`config.mk`:
```
export PLATFORM = sky130hd
export DESIGN_NAME = serial_subtractor
export DESIGN_NICKNAME = d
export VERILOG_FILES = /design/src/rtl/serial_subtractor.sv
export SDC_FILE = /design/constraint.sdc
export NUM_CORES = 1
export LEC_CHECK = 0
export ABC_AREA = 1
export BUFFER_PORTS_ARGS = -buffer_cell sky130_fd_sc_hd__buf_2
export CAP_MARGIN = 20
export CORE_UTILIZATION = 49
export CTS_CLUSTER_DIAMETER = 120
export CTS_CLUSTER_SIZE = 16
export DETAILED_ROUTE_END_ITERATION = 16
export GPL_TIMING_DRIVEN = 0
export PLACE_DENSITY = 0.73
export SYNTH_ARGS = -nofsm -noshare
export SYNTH_HDL_FRONTEND = slang
export SYNTH_SLANG_ARGS = --single-unit
export TNS_END_PERCENT = 5
```
`constraint.sdc`:
```
create_clock -name clk -period 1.2 [get_ports clk]
set_input_delay 0.06 -clock clk [delete_from_list [all_inputs] [get_ports clk]]
set_output_delay 0.06 -clock clk [all_outputs]
set_load 0.005 [all_outputs]
```
`src/rtl/serial_subtractor.sv`:
```
// Bit-serial subtractor: computes a - b one bit per clock, LSB first, through a
// single borrow flip-flop. Results and flags are held until the next completion.
module serial_subtractor #(
  parameter int WIDTH = 8
) (
  input  logic             clk,
  input  logic             reset,
  input  logic             start,
  input  logic [WIDTH-1:0] a,
  input  logic [WIDTH-1:0] b,
  output logic             busy,
  output logic             done,
  output logic [WIDTH-1:0] diff,
  output logic             borrow_out,
  output logic             overflow
);

  localparam int CW = $clog2(WIDTH + 1);

  typedef enum logic [1:0] {IDLE, RUN, DONE} state_t;

  state_t           r_state;
  state_t           w_state_next;
  logic [WIDTH-1:0] r_a_sh;
  logic [WIDTH-1:0] r_b_sh;
  logic [WIDTH-1:0] r_d_sh;
  logic             r_bin;
  logic [CW-1:0]    r_cnt;
  logic             r_a_msb;
  logic             r_b_msb;
  logic [WIDTH-1:0] r_diff;
  logic             r_borrow;
  logic             r_ovf;

  logic w_x;
  logic w_y;
  logic w_d;
  logic w_bin_next;
  logic w_last;
  logic w_accept;

  // One-bit full-subtractor slice on the current LSBs.
  assign w_x        = r_a_sh[0];
  assign w_y        = r_b_sh[0];
  assign w_d        = w_x ^ w_y ^ r_bin;
  assign w_bin_next = (~w_x & w_y) | (~(w_x ^ w_y) & r_bin);
  assign w_last     = (r_cnt == CW'(WIDTH - 1));
  assign w_accept   = start && (r_state != RUN);

  always_comb begin
    w_state_next = r_state;
    case (r_state)
      IDLE:    if (start) w_state_next = RUN;
      RUN:     if (w_last) w_state_next = DONE;
      DONE:    w_state_next = start ? RUN : IDLE;
      default: w_state_next = IDLE;
    endcase
  end

  always_ff @(posedge clk) begin
    if (reset) begin
      r_state  <= IDLE;
      r_a_sh   <= '0;
      r_b_sh   <= '0;
      r_d_sh   <= '0;
      r_bin    <= 1'b0;
      r_cnt    <= '0;
      r_a_msb  <= 1'b0;
      r_b_msb  <= 1'b0;
      r_diff   <= '0;
      r_borrow <= 1'b0;
      r_ovf    <= 1'b0;
    end else begin
      r_state <= w_state_next;
      if (w_accept) begin
        r_a_sh  <= a;
        r_b_sh  <= b;
        r_a_msb <= a[WIDTH-1];
        r_b_msb <= b[WIDTH-1];
        r_bin   <= 1'b0;
        r_cnt   <= '0;
      end else if (r_state == RUN) begin
        r_a_sh <= r_a_sh >> 1;
        r_b_sh <= r_b_sh >> 1;
        r_d_sh <= {w_d, r_d_sh[WIDTH-1:1]};
        r_bin  <= w_bin_next;
        r_cnt  <= r_cnt + 1'b1;
      end
      // Final bit: publish the full result together with both flags.
      if (r_state == RUN && w_last) begin
        r_diff   <= {w_d, r_d_sh[WIDTH-1:1]};
        r_borrow <= w_bin_next;
        r_ovf    <= (r_a_msb != r_b_msb) && (w_d != r_a_msb);
      end
    end
  end

  assign busy       = (r_state == RUN);
  assign done       = (r_state == DONE);
  assign diff       = r_diff;
  assign borrow_out = r_borrow;
  assign overflow   = r_ovf;

endmodule

```
==> flow_summary.toml <==
[critical_path]
worstSetupStartpointType = "flip-flop"
critPathMaxStageDelay_ns = 0.59
r2r_setup_slack_ns = -0.15
worstSetupPathType = "reg2reg"
crit_fanout = 4
cpMostUsedCell = "nor2_1"
crit_path_end_kind = "flip-flop"
rr_endpoint = "overflow"
cp_slowest_cell = "fa_2"
rr_startpoint = "r_bin"
worst-r2r-cell-count = 7
crit_chain = "inv_2, fa_2, nor2_1, nand2_1, nand2_1, nor2_1, nor2_1"
crit_required_ns = 1.47
cp.arrival_ns = 1.62

[global_routing]
grt_max_degree = 13
gr-usage-met3_pct = 5.15
busiest_layer = "met2"
gr-usage-met1_pct = 28.4
grt_pass1_wl_um = 6490
grt_pass1_vias = 1454
grt_use_met2_pct = 31.7
grtUsageTotal_pct = 21.3
grt_antenna_before_repair = 0
grt_overflow = 0

[layout]
final_cells = 336
drive_gt1_share_pct = 23.4
n_antenna_cell = 0
nets = 311
final_util_pct = 63.6
area_delta_synth_final_pct = 21.4
final_cell_mix = "nand2_1 (65), nand3_1 (58), dfxtp_1 (36)"
mostFrequentLayoutCell = "nand2_1"

[die]
core_sq_mm = 0.00339
io_pins = 31
initial_core_util_pct = 52.3
rows = 21
dieHeight_um = 62.2
die_area_sq_mm = 0.00387
die_x_um = 62.2

[clocking]
clkTransAtPathRegs_ns = 0.12
cts_sinks = 42
insertion_delay_ns = 0.36
htreeDepth = 2
cts_root_buf = "clkbuf_4"
cts_buffers = 5
clock_path_buffers = 2
cts_tree = "yes"

[detailed_routing]
vias_per_cell = 4.87
wl_per_cell_um = 11.3
drc = 0
ant_nets = 0
first_iter_violations = 100
finalWirelength_um = 3790
vias = 1635
drt_pass1_iterations = 4

[synthesis]
avgSynthCellArea_sq_um = 7.10
ys_seq_area_share_pct = 47.4
ys_ff_latch = 42
ys.warnings.count = 0
synthCells = 250
synth_area_sq_mm = 0.00177
syn_nets = 271
synth_cell_type_count = 15

[outcome]
outcome = "complete, but fails checks"
violations = "negative setup slack"

[sta]
holdWs_ns = 0.00298
skew_ns = 0.00719
hold_viol = 0
period_share_pct = 112
rsz0062_at_grt = "yes"
fin_crit_ns = 1.35
relSlewSlack_pct = 70.5
worst_pin_slew_ns = 0.440
setup-violations-final = 12
slew_violations = 0
clock.fmax_mhz = 742
fin_setup_tns_ns = -0.312
setup_ws_ns = -0.148

[power_and_ir_drop]
cellPowerDensity_mw_per_mm2 = 1300
p_leak_nw = 1.10
vdd_drop_max_mv = 0.682

[job]
cap_violations = 0

[worst_hold_path]
holdPathStages = 5
min_to = "r_a_sh[4]"
hp-start = "a[4]"
hold_class = "in2reg"

[place]
dp_hpwl_um = 2640
pre_cts_ws_ns = -0.178
place.gp.congestion = 0.776
numPortBuffers = 29
dp_cells = 325
==> state kept, by name, indices dropped and copies added, names as in the netlist <==
name        flops
r_bin           1
r_state         2
r_a_sh          8
r_b_msb         1
diff            8
overflow        1
r_a_msb         1
r_d_sh          7
r_b_sh          8
borrow_out      1
r_cnt           4
==> critical path, delay by kind of cell, from the launching register on <==
| family | cells | cell delay (ns) |
|---|---|---|
| simple gates | 5 | 0.28 |
| fa+ha+maj | 1 | 0.59 |
| buf+inv | 1 | 0.04 |
| flops | 1 | 0.35 |
==> per-stage QoR <==
step	power (mW)	area [sq um]
2_1_floorplan	1.75	1780
3_3_place_gp	1.84	1980
3_5_place_dp	1.85	1980
4_1_cts	2.79	2130
5_1_grt	2.92	2150
6_report	2.79	2150
==> area by class of cell <==
type | count | area (sq um)
multi-input combinational | 170 | 798
timing repair buffer | 33 | 183
clock buffer | 6 | 51.3
fill | 322 | 1230
clock inverter | 1 | 30.0
tap | 46 | 57.6
sequential | 42 | 851
buffer | 14 | 93.8
inverter | 24 | 90.1
==> logic make-up after synthesis <==
family	Yosys count	synth area share [%]
AO/OA/AOI/OAI	15	4.23
AND/OR/NAND/NOR	152	37.1
adder cells (fa/ha/maj)	2	1.83
flip-flops	42	47.4
buffers and inverters	38	8.96
XOR/XNOR	1	0.494
==> worst max path at each step <==
stage	startpoint	to	slack (ns)
floorplan	r_bin	overflow	-0.05
global placement	r_cnt[0]	overflow	-0.15
detailed placement	r_cnt[0]	overflow	-0.18
CTS	r_bin	overflow	-0.15
global route	r_bin	overflow	-0.22
finish	r_bin	overflow	-0.15
==> metal layers <==
metal / up-vias / wire [um]
met1: 730 / 1910
met4: 0 / 83
li1: 870 / -
met2: 26 / 1660
met3: 9 / 133
met5: - / 0
==> what timing repair did <==
| action | CTS | global route |
|---|---|---|
| setup buffers | 1 | 0 |
| endpoints found under the setup margin | 13 | 34 |
| pin swaps | 2 | 0 |
| endpoints found under the hold margin | 6 | 0 |
| resized for setup | 13 | 14 |
| hold buffers | 3 | 0 |
==> cell usage after synthesis <==
master | n | area, sq um
buf_1 | 1 | 3.75
inv_1 | 21 | 78.8
fa_1 | 1 | 20.0
o21ai_0 | 7 | 35.0
o21ai_1 | 3 | 15.0
nand2_1 | 66 | 248
buf_2 | 13 | 65.1
ha_1 | 1 | 12.5
xor2_1 | 1 | 8.76
nand3_1 | 58 | 290
nor2_1 | 26 | 97.6
dfxtp_1 | 42 | 841
a21oi_1 | 5 | 25.0
inv_2 | 3 | 11.3
nor2_4 | 2 | 22.5
==> power by group <==
| part | leakage [nW] | internal [mW] | total, mW | switching, mW |
|---|---|---|---|---|
| Sequential | 0.346 | 1.46 | 1.50 | 0.0424 |
| Clock | 0.0443 | 0.485 | 0.943 | 0.458 |
| Combinational | 0.706 | 0.146 | 0.348 | 0.203 |
No activity file was read; power rests on OpenSTA's default activity.
